[config.mk]
export PLATFORM = sky130hd
export DESIGN_NAME = tick_sequencer
export DESIGN_NICKNAME = d
export VERILOG_FILES = /design/src/rtl/tick_sequencer.sv
export SDC_FILE = /design/constraint.sdc
export NUM_CORES = 1
export LEC_CHECK = 0
export CORE_ASPECT_RATIO = 1.1
export CORE_MARGIN = 1.5
export CORE_UTILIZATION = 28
export CTS_CLUSTER_DIAMETER = 40
export DETAILED_ROUTE_END_ITERATION = 16
export PLACE_DENSITY = 0.53
export SLEW_MARGIN = 20
export SYNTH_ARGS = -nofsm -noshare
export SYNTH_HDL_FRONTEND = slang
export SYNTH_SLANG_ARGS = --single-unit
[constraint.sdc]
create_clock -name clock_i -period 3.7 [get_ports clock_i]
set_input_delay 0.925 -clock clock_i [delete_from_list [all_inputs] [get_ports clock_i]]
set_output_delay 0.925 -clock clock_i [all_outputs]
set_load 0.05 [all_outputs]
[src/rtl/tick_sequencer.sv]
// Run/pause/step tick controller for the up/down counter and 7-segment display path.
// Conditions the async buttons, divides the clock into ticks and issues one-cycle enables.
module tick_sequencer #(
  parameter int unsigned TICK_DIV = 150000000,
  parameter int unsigned CNT_W    = 28
) (
  input  logic clock_i,
  input  logic reset_n_i,
  input  logic start_i,
  input  logic stop_i,
  input  logic step_i,
  input  logic down_in_i,
  output logic ena_o,
  output logic down_o,
  output logic running_o,
  output logic blank_o
);

  typedef enum logic [1:0] {
    S_IDLE  = 2'd0,
    S_RUN   = 2'd1,
    S_PAUSE = 2'd2,
    S_STEP  = 2'd3
  } state_t;

  localparam logic [CNT_W-1:0] DIV_LAST = CNT_W'(TICK_DIV - 1);

  // bit0/bit1 form the synchroniser, bit2 is the edge-detect history flop
  logic [2:0]       start_sync_q, stop_sync_q, step_sync_q;
  logic [1:0]       down_sync_q;
  logic             start_rise, stop_rise, step_rise, div_wrap;
  state_t           state_q, state_d;
  logic [CNT_W-1:0] div_q, div_d;
  logic             ena_q, ena_d, down_q, down_d, running_q, blank_q;

  always_ff @(posedge clock_i or negedge reset_n_i) begin
    if (!reset_n_i) begin
      start_sync_q <= '0;
      stop_sync_q  <= '0;
      step_sync_q  <= '0;
      down_sync_q  <= '0;
    end else begin
      start_sync_q <= {start_sync_q[1:0], start_i};
      stop_sync_q  <= {stop_sync_q[1:0], stop_i};
      step_sync_q  <= {step_sync_q[1:0], step_i};
      down_sync_q  <= {down_sync_q[0], down_in_i};
    end
  end

  assign start_rise = start_sync_q[1] & ~start_sync_q[2];
  assign stop_rise  = stop_sync_q[1]  & ~stop_sync_q[2];
  assign step_rise  = step_sync_q[1]  & ~step_sync_q[2];
  assign div_wrap   = (div_q == DIV_LAST);

  always_comb begin
    state_d = state_q;
    div_d   = div_q;
    case (state_q)
      S_IDLE: begin
        div_d = '0;
        if (start_rise) state_d = S_RUN;
      end
      S_RUN: begin
        // a stop landing on the wrap cycle still lets that tick out
        if (stop_rise) begin
          state_d = S_PAUSE;
          if (div_wrap) div_d = '0;
        end else begin
          div_d = div_wrap ? '0 : div_q + CNT_W'(1);
        end
      end
      S_PAUSE: begin
        if (stop_rise) begin
          state_d = S_IDLE;
          div_d   = '0;
        end else if (start_rise) begin
          state_d = S_RUN;
        end else if (step_rise) begin
          state_d = S_STEP;
          div_d   = '0;
        end
      end
      default: begin
        state_d = S_PAUSE;
        div_d   = '0;
      end
    endcase
    ena_d  = ((state_q == S_RUN) && div_wrap) || (state_d == S_STEP);
    down_d = ena_q ? down_q : down_sync_q[1];
  end

  always_ff @(posedge clock_i or negedge reset_n_i) begin
    if (!reset_n_i) begin
      state_q   <= S_IDLE;
      div_q     <= '0;
      ena_q     <= 1'b0;
      down_q    <= 1'b0;
      running_q <= 1'b0;
      blank_q   <= 1'b1;
    end else begin
      state_q   <= state_d;
      div_q     <= div_d;
      ena_q     <= ena_d;
      down_q    <= down_d;
      running_q <= (state_d == S_RUN);
      blank_q   <= (state_d == S_IDLE);
    end
  end

  assign ena_o     = ena_q;
  assign down_o    = down_q;
  assign running_o = running_q;
  assign blank_o   = blank_q;

endmodule

==> run metrics <==
outcome completed; Critical Path Start Type flip-flop; vias in the first global route 1981; layout cells sized above 1 0.118; Crit path arrival time 2840 ps; flop-to-flop setup slack 1010 ps; Place WS 1060 ps; Finished Core Util 0.327; Yosys cell types 49; cell chain of the critical path nor4b_2, nand4_1, or4_1, a31oi_4, buf_4, o221ai_1; post_cts resized 0; total negative setup slack 0 ps; CP Max Fanout 25; main combinational cell family by area after synthesis simple AND/OR/NAND/NOR gates; Sw Ratio 0.318; first-pass GRT wire length 10200 um; drt pass-1 iters 4; Crit path required time 3850 ps; Seq pwr share 0.473; starting density of the core 0.293; Post-synth ARST share 1.00; die area 9470 sq um; cells on worst reg2reg path 6; Int Power 792 uW; CP Capture Type flip-flop; Crit-path slowest cell or4_1; die extent in y 102 um; clk_skew 9.44 ps; post-synthesis mux area share 0.0131; routability cong. 0.799; Seq/Total Area, Yosys 0.453; CTS tree done; DRT antenna net count 0; max frequency 372 MHz; #FFs+latches synth 45; Area Overhead vs Synth 11.5%; total gr overflow 0; Buf+Inv Stages, Crit Path 1; fin crit share 0.726; initial drt markers 107; final net count 268; switching pwr 369 uW; clock tree sinks 45; CP Class reg2reg; Residual DRC 0; PnR worst setup slack 1010 ps; RSZ-0062 raised after global routing false; combinational power share 0.197; Slew @ Worst Pin 836 ps; Reg clk slew, reported paths 90 ps; initial antenna violation count 0; Synth Area in XOR/XNOR 0; cells after synthesis 255; Worst slew margin 0.440; maximum clock path buffer count 2; post-DR wirelength/cell 15.5 um; total count of hold-check failures in the final report 0; pin count of the biggest net entering global routing 46; Final Critical Period 2690 ps; Min-Delay Path Class reg2reg; post-CTS setup buffers 0; antenna fix cells 0; GRT Total Usage 0.137; Max VDD drop 0.000148 V; htree depth 2; Worst-Skew Late Latency 300 ps; compound-cell area share of the yosys netlist 0.188; maxcap violations 0; Min-Delay Path Depth 0; Routed Wire Length 5780 um; Top Ports 10; vias per cell 5.38; mapped cell area 2490 sq um; LEAKAGE 0.000952 uW; WP depth 6; Synthesis Warnings 0; EDFF count, synth 0; Final Power 1160 uW; Max stage delay on crit path 780 ps; Slew Limit Fails 0; Final setup viols 0; PD cells 418 nW/um^2; clock share of power 0.329; syn_area_per_cell 9.76 sq um; core box area 8500 sq um; Die Wd 92.9 um; # rows 35; hpwl dp 3770 um; Simple-Gate Fraction of Synth Area 0.271; CP delay by family, top simple AND/OR/NAND/NOR gates; CTS Root Buffer Type clkbuf_8; syn_nets 262; Post-Synth Adder-Cell Area 0.00503; vias post-DR 2008; main flop type after synthesis dfrtp_1; CTS Buf Count 5; port bufs 9; Hold Buf Count CTS 0
[final cells by class]
class | count | area [sq um]
fillers | 884 | 5720
multi-input cells | 172 | 1190
flip-flops and latches | 45 | 1130
well taps | 111 | 139
repair buffers | 13 | 118
inverters | 24 | 90.1
clock buffers | 6 | 72.6
clock inverters | 2 | 38.8
[final timing paths]
path,end,from
min in group asynchronous,step_sync_q[0],reset_n_i
worst max-delay path,div_q[26],div_q[16]
max in group asynchronous,div_q[18],reset_n_i
worst max register to register,div_q[26],div_q[16]
worst min register to register,down_sync_q[1],down_sync_q[0]
worst min-delay path,down_sync_q[1],down_sync_q[0]
[power groups by stage]
stage | Clock [uW] | Combinational [uW] | Sequential [uW]
2_1_floorplan | 0 | 134 | 589
3_3_place_gp | 0 | 230 | 559
3_5_place_dp | 0 | 230 | 559
4_1_cts | 396 | 231 | 550
5_1_grt | 416 | 247 | 555
6_report | 382 | 229 | 550
[state kept, by name, indices dropped and copies added, names as in the netlist]
signal / cells
blank_o: 1
div_q: 28
down_o: 1
down_sync_q: 2
ena_o: 1
running_o: 1
start_sync_q: 3
state_q: 2
step_sync_q: 3
stop_sync_q: 3
[per-layer routing]
| metal | GRT usage | vias to the layer above | share of wire |
|---|---|---|---|
| met5 | 0 | - | 0 |
| met4 | 0.0490 | 0 | 0.016 |
| met3 | 0.0238 | 7 | 0.031 |
| met2 | 0.218 | 34 | 0.48 |
| met1 | 0.188 | 987 | 0.47 |
| li1 | - | 980 | - |
[cells in the mapped netlist (2+ instances only)]
library cell,count,area [sq um]
o31a_1,3,26.3
nor2_1,11,41.3
buf_6,3,33.8
nor3_1,4,20.0
nor2b_1,6,37.5
a31oi_1,2,12.5
nand2_1,18,67.6
o21a_1,3,22.5
o221ai_1,6,52.6
nand3_1,20,100
nor4_1,7,43.8
a21oi_1,2,10.0
o21ai_1,6,30.0
nand2b_1,7,43.8
nand4_1,18,113
o211ai_1,7,52.6
dfrtp_1,44,1100
inv_1,24,90.1
buf_2,5,25.0
or4_1,9,67.6
mux2_2,2,22.5
and4_1,5,43.8
o221ai_2,10,150
clkbuf_1,4,15.0
or3_1,5,31.3
[cells by family after synthesis]
family | after synthesis
compound gates | 50
fa+ha+maj | 1
buf+inv | 38
flops | 45
mux | 3
simple gates | 118
[metrics by stage]
step | hold slack, ps | area, sq um | cells
2_1_floorplan | 331 | 2490 | 255
3_3_place_gp | 334 | 2660 | 365
3_5_place_dp | 335 | 2660 | 365
4_1_cts | 356 | 2770 | 373
5_1_grt | 364 | 2780 | 373
6_report | 352 | 2780 | 373
[placed cells by master (no fill, tap or decap), types with 3 or more instances in the layout]
| cell type | n |
|---|---|
| dfrtp_1 | 44 |
| or4_1 | 9 |
| nor3_1 | 4 |
| inv_1 | 24 |
| nand2_1 | 18 |
| buf_4 | 5 |
| nand4_1 | 18 |
| nand3_1 | 20 |
| clkdlybuf4s50_1 | 8 |
| o31a_1 | 3 |
| nor2_1 | 11 |
| clkbuf_8 | 5 |
| or3_1 | 5 |
| o221ai_2 | 10 |
| nand2b_1 | 7 |
| o21a_1 | 3 |
| and4_1 | 5 |
| nor2b_1 | 5 |
| o221ai_1 | 6 |
| nor4_1 | 7 |
| o21ai_1 | 6 |
| o211ai_1 | 7 |
Power figures use the tool's default switching activity.
